## config.mk

```make
export PLATFORM = sky130hd
export DESIGN_NAME = tdm_demux4b_1_to_4
export DESIGN_NICKNAME = d
export VERILOG_FILES = /design/src/rtl/tdm_demux4b_1_to_4.sv
export SDC_FILE = /design/constraint.sdc
export NUM_CORES = 1
export LEC_CHECK = 0
export ABC_AREA = 1
export ABC_CLOCK_PERIOD_IN_PS = 1150
export CELL_PAD_IN_SITES_DETAIL_PLACEMENT = 1
export CELL_PAD_IN_SITES_GLOBAL_PLACEMENT = 2
export CORE_UTILIZATION = 27
export DETAILED_ROUTE_END_ITERATION = 7
export PLACE_DENSITY = 0.83
export SYNTH_ARGS = -nofsm -noshare
export SYNTH_HDL_FRONTEND = slang
export SYNTH_SLANG_ARGS = --single-unit
```

## constraint.sdc

```tcl
create_clock -name clk -period 1.15 [get_ports clk]
set_input_delay 0.1725 -clock clk [delete_from_list [all_inputs] [get_ports clk]]
set_output_delay 0.1725 -clock clk [all_outputs]
set_load 0.03 [all_outputs]
```

## src/rtl/tdm_demux4b_1_to_4.sv

```systemverilog
// TDM receive demux: locks onto the lane-a sync flag and collects four beats into
// a frame that is presented atomically on out_a..out_d with a one-cycle frame_valid.
module tdm_demux4b_1_to_4 #(
  parameter int WIDTH = 4
) (
  input  logic             clk,
  input  logic             reset,
  input  logic             in_valid,
  input  logic             in_sync,
  input  logic [WIDTH-1:0] in_data,
  output logic [WIDTH-1:0] out_a,
  output logic [WIDTH-1:0] out_b,
  output logic [WIDTH-1:0] out_c,
  output logic [WIDTH-1:0] out_d,
  output logic             frame_valid,
  output logic [1:0]       slot,
  output logic             locked,
  output logic             sync_err
);

  typedef enum logic {HUNT, LOCK} state_t;

  state_t           r_state;
  state_t           w_state_n;
  logic [1:0]       r_slot;
  logic [1:0]       w_slot_n;
  logic             r_frame_valid;
  logic             r_sync_err;
  logic             w_ld0;
  logic             w_ldn;
  logic             w_emit;
  logic             w_err;
  logic [WIDTH-1:0] r_sh0;
  logic [WIDTH-1:0] r_sh1;
  logic [WIDTH-1:0] r_sh2;
  logic [WIDTH-1:0] r_out_a;
  logic [WIDTH-1:0] r_out_b;
  logic [WIDTH-1:0] r_out_c;
  logic [WIDTH-1:0] r_out_d;

  always_ff @(posedge clk or posedge reset) begin
    if (reset) begin
      r_state       <= HUNT;
      r_slot        <= 2'd0;
      r_frame_valid <= 1'b0;
      r_sync_err    <= 1'b0;
    end else begin
      r_state       <= w_state_n;
      r_slot        <= w_slot_n;
      r_frame_valid <= w_emit;
      r_sync_err    <= w_err;
    end
  end

  // A sync beat always restarts the frame; it is an error only if a frame was in progress.
  always_comb begin
    w_state_n = r_state;
    w_slot_n  = r_slot;
    w_ld0     = 1'b0;
    w_ldn     = 1'b0;
    w_emit    = 1'b0;
    w_err     = 1'b0;
    if (in_valid) begin
      case (r_state)
        HUNT: begin
          if (in_sync) begin
            w_ld0     = 1'b1;
            w_slot_n  = 2'd1;
            w_state_n = LOCK;
          end
        end
        LOCK: begin
          if (in_sync) begin
            w_ld0    = 1'b1;
            w_slot_n = 2'd1;
            w_err    = (r_slot != 2'd0);
          end else if (r_slot == 2'd0) begin
            w_err     = 1'b1;
            w_slot_n  = 2'd0;
            w_state_n = HUNT;
          end else if (r_slot == 2'd3) begin
            w_emit   = 1'b1;
            w_slot_n = 2'd0;
          end else begin
            w_ldn    = 1'b1;
            w_slot_n = r_slot + 2'd1;
          end
        end
        default: w_state_n = HUNT;
      endcase
    end
  end

  always_ff @(posedge clk or posedge reset) begin
    if (reset) begin
      r_sh0   <= '0;
      r_sh1   <= '0;
      r_sh2   <= '0;
      r_out_a <= '0;
      r_out_b <= '0;
      r_out_c <= '0;
      r_out_d <= '0;
    end else begin
      if (w_ld0) r_sh0 <= in_data;
      if (w_ldn && r_slot == 2'd1) r_sh1 <= in_data;
      if (w_ldn && r_slot == 2'd2) r_sh2 <= in_data;
      if (w_emit) begin
        r_out_a <= r_sh0;
        r_out_b <= r_sh1;
        r_out_c <= r_sh2;
        r_out_d <= in_data;
      end
    end
  end

  assign out_a       = r_out_a;
  assign out_b       = r_out_b;
  assign out_c       = r_out_c;
  assign out_d       = r_out_d;
  assign frame_valid = r_frame_valid;
  assign slot        = r_slot;
  assign locked      = (r_state == LOCK);
  assign sync_err    = r_sync_err;

endmodule

```

==> results.cfg <==
[route]
vias = 1132
first_iter_violations = 33
routed-wl-met2_um = 1820
ant_nets = 0
vias_per_cell = 4.30
top_layer_used = met4
wl_um = 3550
drtPass1Iterations = 3
wl_met3_um = 116
drt-met1-wl_um = 1540
drt-wirelength-per-cell_um = 13.5
route.detailed.drc = 0

[die]
fp.coreArea_um2 = 4850
start_util = 0.288
rows = 25
die_area_um2 = 5470
die_h_um = 73.9
die_w_um = 73.9
ioPinCount = 29

[synthesis]
synthTopCellsByCount = 64 x nand2_1, 33 x dfrtp_1, 12 x inv_1, 10 x nand3_1, 6 x ha_1
synth.top_cell.area_share = 0.591
yosysUniqueCellTypes = 16
synth.area.top_cells = dfrtp_1 59%, nand2_1 17%, ha_1 5.4%
synth.most_common_cell = nand2_1
synth-seq-cells = 33
ys_warn_count = 0
synth_area_um2 = 1400
syn_nets = 163
syn_area_per_cell_um2 = 9.38
synthFlopType = dfrtp_1
synth_largest_area_cell = dfrtp_1
synth_cells = 149
async_flop_share = 1.00
synth-seq-area-share = 0.591
synth_edf_count = 0

[timing]
worst_slew_pin_slew_ns = 0.254
report.final.slew_viol_count = 0
fmax_mhz = 776
finalSetupViolCount = 25
fin_setup_tns_ns = -2.44
fin_crit_sh = 1.12
slew_headroom = 0.830
layout_min_cycle_time_ns = 1.29
hold_viol = 0
rsz0062_at_grt = yes
setup_ws_ns = -0.139
fin_worst_skew_ns = 0.00563

[clock_tree]
cts_hold_buf = 0
clk_pin_slew_ns = 0.07
numCtsBuffers = 5
htree_num_levels = 2
cts_root_buf = clkbuf_8
worstSkewPairLatency_ns = 0.29
clock_path_buffers = 2
cts_tree = yes
cts.sinks = 33

[grt]
grt_max_degree = 34
grt.total_usage = 0.144
antenna_found_initial = 0
grt_pass1_vias = 1215
overflow = 0
grt_pass1_wl_um = 5790

[layout]
seq_area_um2 = 828
multi_input_area_um2 = 587
fin_util = 0.419
fillerInstances = 562
layout-area-overhead-vs-synth_pct = 45.2
drive_gt1_frac = 0.383
stdcell_area_um2 = 2030
diodes = 0
finalNonFillerCells = 263
final_nets = 209

[setup_path]
crit_top_cell = buf_6
cp_data_arrival_time_ns = 1.12
critPathKind = reg -> out
cp-start-kind = flip-flop
slowest_delay_ns = 0.45
cp_cell_sequence = buf_4 > buf_6 > buf_6
required_ns = 0.98
worst-path-max-fanout = 4
slowest_stage = dfrtp_2
end_kind = output pin

[job]
cap_violations = 0

[placement]
place_congestion = 0.799
io_buffers = 28
place_area_um2 = 1840
place_hpwl_um = 2570
dp.cells = 253

[min_path]
hold_path_class = in -> async

[power_and_ir_drop]
vdd_ir_drop_max_mv = 0.862
p_per_area_nw_per_um2 = 2370
leakage_nw = 1.06

[outcome]
violations = negative setup slack
status = finished with violations
## where the power goes
| part | switching (mW) | internal (mW) | leakage, nW |
|---|---|---|---|
| Combinational | 1.27 | 0.839 | 0.598 |
| Sequential | 0.259 | 1.57 | 0.421 |
| Clock | 0.453 | 0.418 | 0.0439 |
| Total | 1.98 | 2.83 | 1.06 |
## through the flow
step	setup slack [ns]	hold WS, ns	total power [mW]
finish	-0.139	0.232	4.81
global route	-0.190	0.261	5.10
CTS	-0.129	0.237	4.79
detailed placement	-0.306	0.461	3.83
global placement	-0.237	0.457	3.74
floorplan	-0.141	0.301	2.99
## state kept, by name (all words and copies together), names as in the netlist
signal       count
out_d            4
sync_err         1
slot             2
frame_valid      1
out_b            4
out_c            4
out_a            4
r_sh1            4
r_sh2            4
locked           1
r_sh0            4
## routing by layer
layer,GRT usage,up-vias
li1,-,550
met1,0.169,558
met2,0.253,19
met3,0.0325,5
met4,0.0641,0
met5,0,-
## repair_timing
item,in CTS,in global routing
gates cloned,1,0
hold endpoints to repair,0,0
buffers inserted,0,1
setup endpoints to repair,27,31
pin swaps,7,4
gates resized for setup,11,14
## path summary, 6_finish.rpt
check,from,to,slack (ns),cells after the start
min reg2reg,r_sh2[2],out_c[2],0.48,2
max reg2reg,slot[1],r_sh2[3],-0.14,6
max in group asynchronous,reset,slot[1],0.73,3
max,slot[1],slot[1],-0.14,3
min in group clk,in_sync,frame_valid,0.37,4
min,reset,out_a[1],0.23,3
## cells by family after synthesis
kind of cell | share of synthesized area
simple gates | 0.245
buf+inv | 0.0627
flops | 0.591
fa+ha+maj | 0.0537
compound gates | 0.0474
## final cells by class
class | instances | area share
clock buffers | 5 | 0.0339
clock inverters | 3 | 0.00863
inverters | 14 | 0.0296
multi-input cells | 99 | 0.289
flip-flops and latches | 33 | 0.408
well taps | 67 | 0.0413
repair buffers | 42 | 0.189
## layout by cell type, fill, tap and decap left out, types with 2 or more instances in the layout
master           count
inv_1                8
ha_1                 5
nor2_1               3
buf_4               29
buf_12               3
buf_6                3
dfrtp_1             31
nand2_1             58
inv_4                3
nand2_4              2
o21ai_0              4
nor2_4               3
clkinv_2             2
inv_2                3
clkbuf_8             5
nand3_1              3
nand3_2              5
nand3_4              2
o21ai_2              4
nand2_2              6
clkdlybuf4s50_1      6
dfrtp_2              2
## worst max-delay path: cells and delay by family (launching register included)
family | cells | cell delay [ns]
buffers and inverters | 3 | 0.39
DFF | 1 | 0.45
No activity file was read; power rests on OpenSTA's default activity.
